File: src/rtl/conv_output_stage.sv
// conv_output_stage: per-pixel chunk counter, bias add with signed saturation,
// optional ReLU, and an 8-entry FWFT output FIFO with valid/ready handshake.
// Optional feature macro: CONV_OUT_RELU_EN (clamp negative results to zero).
module conv_output_stage #(
  parameter int unsigned N  = 32,
  parameter int unsigned AW = 3
) (
  input  logic          clk,
  input  logic          reset,
  input  logic          start,
  input  logic [7:0]    cfg_num_chunks,
  input  logic [15:0]   cfg_num_pixels,
  input  logic [N-1:0]  bias,
  input  logic [N-1:0]  sum_in,
  input  logic          sum_valid,
  input  logic          overflow_in,
  output logic          in_ready,
  output logic          local_reset_out,
  output logic [N-1:0]  out_data,
  output logic          out_valid,
  input  logic          out_ready,
  output logic [AW:0]   fifo_count,
  output logic          busy,
  output logic          done,
  output logic          ovf_flag
);

  localparam int unsigned CW    = 8;
  localparam int unsigned PW    = 16;
  localparam int unsigned DEPTH = 1 << AW;
  localparam logic [N-1:0] SAT_MAX = {1'b0, {(N-1){1'b1}}};
  localparam logic [N-1:0] SAT_MIN = {1'b1, {(N-1){1'b0}}};

  typedef enum logic [2:0] {
    S_IDLE  = 3'd0,
    S_ACCUM = 3'd1,
    S_BIAS  = 3'd2,
    S_PUSH  = 3'd3,
    S_DONE  = 3'd4
  } state_e;

  state_e         state_q, state_d;
  logic [CW-1:0]  chunks_q, chunks_d;
  logic [PW-1:0]  pixels_q, pixels_d;
  logic [N-1:0]   bias_q, bias_d;
  logic [CW-1:0]  chunk_cnt_q, chunk_cnt_d;
  logic [PW-1:0]  pix_cnt_q, pix_cnt_d;
  logic [N-1:0]   acc_q, acc_d;
  logic [N-1:0]   res_q, res_d;
  logic           ovf_q, ovf_d;
  logic           in_ready_q, in_ready_d;
  logic           lr_q, lr_d;
  logic           busy_q, busy_d;
  logic           done_q, done_d;

  logic [N-1:0]   mem_q [DEPTH];
  logic [AW-1:0]  wr_ptr_q, wr_ptr_d;
  logic [AW-1:0]  rd_ptr_q, rd_ptr_d;
  logic [AW:0]    count_q, count_d;

  logic           accept_c;
  logic           pop_c;
  logic           push_c;
  logic [N:0]     sum_wide_c;
  logic           clamp_c;
  logic [N-1:0]   sat_c;
  logic [N-1:0]   res_next_c;

  // Handshake qualifiers; a full FIFO may still take a write when it pops the same cycle
  assign accept_c = in_ready_q && sum_valid;
  assign pop_c    = (count_q != '0) && out_ready;
  assign push_c   = (state_q == S_PUSH) && (!count_q[AW] || pop_c);

  // Sign-extended bias add with saturation, then optional ReLU
  always_comb begin
    sum_wide_c = {acc_q[N-1], acc_q} + {bias_q[N-1], bias_q};
    clamp_c    = sum_wide_c[N] ^ sum_wide_c[N-1];
    if (clamp_c) begin
      sat_c = sum_wide_c[N] ? SAT_MIN : SAT_MAX;
    end else begin
      sat_c = sum_wide_c[N-1:0];
    end
`ifdef CONV_OUT_RELU_EN
    res_next_c = sat_c[N-1] ? '0 : sat_c;
`else
    res_next_c = sat_c;
`endif
  end

  // Control FSM: next state, datapath captures and next values of registered outputs
  always_comb begin
    state_d     = state_q;
    chunks_d    = chunks_q;
    pixels_d    = pixels_q;
    bias_d      = bias_q;
    chunk_cnt_d = chunk_cnt_q;
    pix_cnt_d   = pix_cnt_q;
    acc_d       = acc_q;
    res_d       = res_q;
    ovf_d       = ovf_q;
    case (state_q)
      S_IDLE: begin
        if (start) begin
          chunks_d    = (cfg_num_chunks == '0) ? CW'(1) : cfg_num_chunks;
          pixels_d    = (cfg_num_pixels == '0) ? PW'(1) : cfg_num_pixels;
          bias_d      = bias;
          ovf_d       = 1'b0;
          chunk_cnt_d = '0;
          pix_cnt_d   = '0;
          state_d     = S_ACCUM;
        end
      end
      S_ACCUM: begin
        if (accept_c) begin
          chunk_cnt_d = chunk_cnt_q + CW'(1);
          if (overflow_in) begin
            ovf_d = 1'b1;
          end
          if (chunk_cnt_q == chunks_q - CW'(1)) begin
            acc_d   = sum_in;
            state_d = S_BIAS;
          end
        end
      end
      S_BIAS: begin
        res_d = res_next_c;
        if (clamp_c) begin
          ovf_d = 1'b1;
        end
        state_d = S_PUSH;
      end
      S_PUSH: begin
        if (push_c) begin
          pix_cnt_d   = pix_cnt_q + PW'(1);
          chunk_cnt_d = '0;
          state_d     = (pix_cnt_q == pixels_q - PW'(1)) ? S_DONE : S_ACCUM;
        end
      end
      S_DONE: begin
        state_d = S_IDLE;
      end
      default: begin
        state_d = S_IDLE;
      end
    endcase
    in_ready_d = (state_d == S_ACCUM);
    busy_d     = (state_d != S_IDLE);
    done_d     = (state_d == S_DONE);
    lr_d       = push_c;
  end

  // Control and datapath registers
  always_ff @(posedge clk or posedge reset) begin
    if (reset) begin
      state_q     <= S_IDLE;
      chunks_q    <= '0;
      pixels_q    <= '0;
      bias_q      <= '0;
      chunk_cnt_q <= '0;
      pix_cnt_q   <= '0;
      acc_q       <= '0;
      res_q       <= '0;
      ovf_q       <= 1'b0;
      in_ready_q  <= 1'b0;
      lr_q        <= 1'b0;
      busy_q      <= 1'b0;
      done_q      <= 1'b0;
    end else begin
      state_q     <= state_d;
      chunks_q    <= chunks_d;
      pixels_q    <= pixels_d;
      bias_q      <= bias_d;
      chunk_cnt_q <= chunk_cnt_d;
      pix_cnt_q   <= pix_cnt_d;
      acc_q       <= acc_d;
      res_q       <= res_d;
      ovf_q       <= ovf_d;
      in_ready_q  <= in_ready_d;
      lr_q        <= lr_d;
      busy_q      <= busy_d;
      done_q      <= done_d;
    end
  end

  // FIFO pointer and occupancy next state; pointers wrap naturally at AW bits
  always_comb begin
    wr_ptr_d = wr_ptr_q;
    rd_ptr_d = rd_ptr_q;
    count_d  = count_q;
    if (push_c) begin
      wr_ptr_d = wr_ptr_q + AW'(1);
    end
    if (pop_c) begin
      rd_ptr_d = rd_ptr_q + AW'(1);
    end
    if (push_c && !pop_c) begin
      count_d = count_q + (AW+1)'(1);
    end else if (!push_c && pop_c) begin
      count_d = count_q - (AW+1)'(1);
    end
  end

  // FIFO storage and pointers; storage clears on reset so the head reads 0
  always_ff @(posedge clk or posedge reset) begin
    if (reset) begin
      for (int i = 0; i < int'(DEPTH); i++) begin
        mem_q[i] <= '0;
      end
      wr_ptr_q <= '0;
      rd_ptr_q <= '0;
      count_q  <= '0;
    end else begin
      if (push_c) begin
        mem_q[wr_ptr_q] <= res_q;
      end
      wr_ptr_q <= wr_ptr_d;
      rd_ptr_q <= rd_ptr_d;
      count_q  <= count_d;
    end
  end

  assign in_ready        = in_ready_q;
  assign local_reset_out = lr_q;
  assign busy            = busy_q;
  assign done            = done_q;
  assign ovf_flag        = ovf_q;
  assign out_data        = mem_q[rd_ptr_q];
  assign out_valid       = (count_q != '0);
  assign fifo_count      = count_q;

endmodule

File: config.mk
export PLATFORM = sky130hd
export DESIGN_NAME = conv_output_stage
export DESIGN_NICKNAME = d
export VERILOG_FILES = /design/src/rtl/conv_output_stage.sv
export SDC_FILE = /design/constraint.sdc
export NUM_CORES = 1
export LEC_CHECK = 0
export ABC_CLOCK_PERIOD_IN_PS = 15740
export CORE_MARGIN = 1
export CORE_UTILIZATION = 52
export DETAILED_ROUTE_END_ITERATION = 8
export PLACE_DENSITY = 0.8
export REMOVE_ABC_BUFFERS = 1
export SLEW_MARGIN = 20
export SYNTH_ARGS = -nofsm -noshare
export SYNTH_HDL_FRONTEND = slang
export SYNTH_SLANG_ARGS = --single-unit
File: constraint.sdc
create_clock -name clk -period 15.74 [get_ports clk]
set_input_delay 3.148 -clock clk [delete_from_list [all_inputs] [get_ports clk]]
set_output_delay 3.148 -clock clk [all_outputs]
set_load 0.02 [all_outputs]
# == Word level (Yosys, flattened, before mapping) ==
# Index checks and enable logic that the tools add are counted.
# word_totals
output_inout_bits,42
reg_bits,418
input_bits,94
# op_classes
n_mux,30
reduce_logical,24
eq_ne,12
order_cmp,3
addsub,9
n_bitwise,3
# op_table
operator,count
bitwise mux 256 bit,1
two-way mux 32 bit,5
binary-select mux 32 bit (select 3 bit),1
demux 32 bit (select 3 bit),1
two-way mux 16 bit,3
adder 32 x 32 -> 33 bit,1
two-way mux 8 bit,4
one-hot mux 16 bit (2 select lines),1
one-hot mux 8 bit (3 select lines),1
adder 16 x 1 -> 16 bit (second input constant),1
equality test 16 bit,1
zero test 16 bit,1
subtractor 16 x 1 -> 16 bit (second input constant),1
two-way mux 3 bit,5
one-hot mux 3 bit (4 select lines),1
!= test 2 bit (second input constant),5
nonzero test 3 bit,3
adder 8 x 1 -> 8 bit (second input constant),1
equality test 8 bit,1
>= comparator 4 bit (second input constant),2
zero test 8 bit,1
two-way mux 4 bit,2
inverter 3 -> 4 bit,2
subtractor 8 x 1 -> 8 bit (second input constant),1
20 further kinds,35

# == Logic depth before layout (Yosys ltp) ==
# depth
ltp_word,8
mapped_depth,14

# == Worst setup path before layout ==
# OpenSTA, ideal clock, no wires.
# synth_path
path_type,register -> output
startpoint,register rd_ptr_q[1]
endpoint,output port out_data[12]
required_time_ns,12.592
path_buffers,2
path_stages_with_launch,5
arrival_ns,2.277
path_slack_ns,10.315
cell_sequence,dfrtp_1 > clkbuf_1 > buf_1 > mux4_2 > mux2_2
# synth_via
elab_chain_cells,4
# synth_lines
item,line_no,text
from (decl),58,"logic [AW-1:0] rd_ptr_q, rd_ptr_d;"
from (signal assigned),217,rd_ptr_q <= rd_ptr_d;
inverter 3 -> 4 bit (implied by the code),227,assign out_data = mem_q[rd_ptr_q];
binary-select mux 32 bit (select 3 bit),227,
two-way mux 32 bit (implied by the code) (2 in series),227,
to (decl),19,"output logic [N-1:0] out_data,"
# Every way passes these cells. The select of a mux whose other input is x is not followed.

# == Worst setup path after layout ==
# layout_path
startpoint,register rd_ptr_q[1]
endpoint,output port out_data[8]
# Same word-level chain as after synthesis.

==> flow_metrics.env <==
export IMPL_dp_cells=2135
export IMPL_ff2ff_path_depth=12
export IMPL_drc=0
export IMPL_cts_resized=0
export IMPL_finalSetupViolCount=0
export IMPL_cts_buffer_depth=3
export IMPL_r2r_start="bias_q[0]"
export IMPL_first_pass_iters=5
export IMPL_die_h_um=200
export IMPL_cts_tree="yes"
export IMPL_ir_worst_vdd_v=0.000115
export IMPL_clk_pin_slew_ps=60
export IMPL_cp_required_ps=12590
export IMPL_p_per_area_nw_per_um2=155
export IMPL_dpl_hpwl_um=28700
export IMPL_antenna_found_initial=0
export IMPL_syn_instance_count=1548
export IMPL_total_power_mw=3.67
export IMPL_regArea_um2=10500
export IMPL_synth_area_mux_share=0.279
export IMPL_fin_crit_sh=0.421
export IMPL_gp_congestion=0.836
export IMPL_detail_route_vias_per_cell=5.79
export IMPL_ys_seq_area_frac=0.513
export IMPL_grt_first_pass_wirelength_um=72500
export IMPL_rsz0062_at_grt="no"
export IMPL_post_drt_wl_per_cell_um=20.0
export IMPL_ios=136
export IMPL_fin_crit_ps=6630
export IMPL_slew_limit_headroom=0.289
export IMPL_place_area_um2=22200
export IMPL_drv_slew=0
export IMPL_synthArstFlopShare=1.00
export IMPL_synth_xor_area_share=0.0382
export IMPL_dieArea_um2=40000
export IMPL_die_x_um=200
export IMPL_tightestPinTransition_ps=1060
export IMPL_max_freq_mhz=151
export IMPL_final_cell_area_um2=23700
export IMPL_cts_buffers_inserted=43
export IMPL_hold_viol_final=0
export IMPL_critPathArrivalTime_ps=3480
export IMPL_core_um2=38600
export IMPL_n_fill_cell=2892
export IMPL_fp_row_count=72
export IMPL_drtIter0Drc=601
export IMPL_end_kind="output pin"
export IMPL_setup_tns_final_ps=0
export IMPL_outcome="finished, final reports clean"
export IMPL_grt_pass1_vias=13700
export IMPL_start_util=0.527
export IMPL_final_cells=2214
export IMPL_clock_latency_ps=560
export IMPL_timing_max_cap_violations=0
export IMPL_io_buffers=135
export IMPL_synthSimpleGateAreaFrac=0.0579
export IMPL_num_vias=12800
export IMPL_h_tree_depth=2
export IMPL_holdBufCountCts=0
export IMPL_syn_avg_cell_area_um2=13.2
export IMPL_postSynthRegisterBits=418
export IMPL_synth_edff_count=0
export IMPL_postCtsSetupRepairBufs=0
export IMPL_crit_type="reg -> out"
export IMPL_cp_max_fo=54
export IMPL_ff2ff_setup_slack_ps=11550
export IMPL_p_leak_nw=11.1
export IMPL_startpoint_type="flop"
export IMPL_nNetsFinal=1800
export IMPL_whs_path_depth=1
export IMPL_min_to="rd_ptr_q[2]"
export IMPL_yosysUniqueCellTypes=63
export IMPL_synth_top_family_by_area="multiplexers"
export IMPL_synth_area_um2=20400
export IMPL_skew_ps=19.0
export IMPL_whs_ps=483
export IMPL_synth_fa_ha_area_frac=0.0276
export IMPL_r2r_end="res_q[29]"
export IMPL_ant_nets=0
export IMPL_ys_warn_count=0
export IMPL_drive_gt1_frac=0.325
export IMPL_area_growth_pct=16.2
export IMPL_multi_input_area_um2=9550
export IMPL_grt_ovfl_total=0
export IMPL_clock_sinks=418
export IMPL_synth_compound_area_frac=0.0641
export IMPL_hp_class="reg -> reg"
export IMPL_synth_main_ff_cell="dfrtp_1"
export IMPL_ctsRootBufferMaster="clkbuf_16"
export IMPL_antenna_cells=0
export IMPL_wl_um=44300
export IMPL_grt_start_max_net_pins=120
export IMPL_worstHoldStart="rd_ptr_q[2]"
export IMPL_grt_usage=0.230
-- routing by layer --
metal,vias to the layer above,track usage,part of all wire
li1,5914,-,-
met4,0,0.0585,0.018
met5,-,0,0
met2,222,0.384,0.49
met3,60,0.0333,0.036
met1,6622,0.319,0.46
-- synthesized netlist by cell type (all sizes together) (4+ instances only) --
cell / instances / area (um2)
dfrtp: 418 / 10500
mux2: 376 / 4230
nand2: 83 / 312
a21oi: 73 / 365
mux4: 64 / 1440
clkbuf: 58 / 218
o21ai: 58 / 290
nor2: 57 / 214
xnor2: 53 / 464
ha: 41 / 513
xor2: 36 / 315
buf: 28 / 123
a21o: 24 / 180
nor3: 19 / 95.1
inv: 18 / 67.6
nand4: 16 / 100
nor4: 13 / 81.3
o31ai: 12 / 90.1
nand3: 11 / 55.1
and3: 8 / 50.1
and2: 7 / 43.8
or3: 7 / 48.8
a211oi: 5 / 47.5
nor3b: 5 / 42.5
a22oi: 4 / 30.0
o21bai: 4 / 30.0
-- through the flow --
| stage | setup WS [ps] | util |
|---|---|---|
| floorplan | 957 | - |
| global placement | 9440 | 0.576 |
| detailed placement | 9380 | 0.576 |
| CTS | 9030 | 0.612 |
| global route | 8940 | 0.613 |
| finish | 9110 | 0.613 |
-- cell families (layout without fill, tap and decap cells) --
logic type	after synthesis	count (layout)
multiplexers	441	441
flip-flops	418	418
AND/OR/NAND/NOR	243	243
AO/OA/AOI/OAI	209	209
buffers and inverters	104	252
XOR/XNOR	89	89
adder cells (fa/ha/maj)	44	44
-- worst max-delay path by stage --
stage                           start      endpoint  cells after the start  slack (ps)
after floorplan                 reset      acc_q[0]                      1         960
final                     rd_ptr_q[1]   out_data[8]                      4        9110
after detailed placement    out_ready    mem_q[197]                      7        9380
after global routing      rd_ptr_q[0]  out_data[12]                      4        8940
after global placement      out_ready    mem_q[219]                      7        9440
after CTS                 rd_ptr_q[0]  out_data[17]                      4        9030
-- power by group --
group          total, mW  switching [mW]  internal [mW]
Combinational       1.28           0.710          0.565
Sequential          1.37           0.155           1.22
Clock               1.02           0.416          0.602
-- cell type report --
| type | instances | share of cell area |
|---|---|---|
| clock buffers | 64 | 0.0531 |
| multi-input cells | 1026 | 0.404 |
| repair buffers | 156 | 0.0641 |
| clock inverters | 14 | 0.00676 |
| inverters | 18 | 0.00317 |
| flip-flops and latches | 418 | 0.442 |
| well taps | 518 | 0.0274 |
-- worst max-delay path, stage by stage (launching register included) --
cell and delay (ps):
dfrtp_2 580, buf_4 830, mux4_2 610, mux2_2 300
clkdlybuf4s50_1 590
-- sequential cells by signal (all words and copies together), names as in the netlist, 8 cells and up --
register,count
pixels_q,16
mem_q,256
bias_q,32
pix_cnt_q,16
res_q,32
acc_q,32
chunk_cnt_q,8
chunks_q,8
-- cells in the final DEF (no fill, tap or decap), drive strengths merged, types with 4 or more instances in the layout --
| cell | count |
|---|---|
| o31ai | 12 |
| mux4 | 64 |
| a21oi | 73 |
| nor3b | 5 |
| o21bai | 4 |
| nor2 | 57 |
| ha | 41 |
| xor2 | 36 |
| nor4 | 13 |
| dfrtp | 418 |
| clkinv | 10 |
| nor3 | 19 |
| nand3 | 11 |
| and3 | 8 |
| a21o | 24 |
| inv | 19 |
| or3 | 7 |
| clkdlybuf4s50 | 135 |
| a211oi | 5 |
| nand2 | 83 |
| clkbuf | 64 |
| a22oi | 4 |
| mux2 | 376 |
| o21ai | 58 |
| xnor2 | 53 |
| and2 | 7 |
| nand4 | 16 |
| buf | 21 |
No activity file was read; power rests on OpenSTA's default activity.
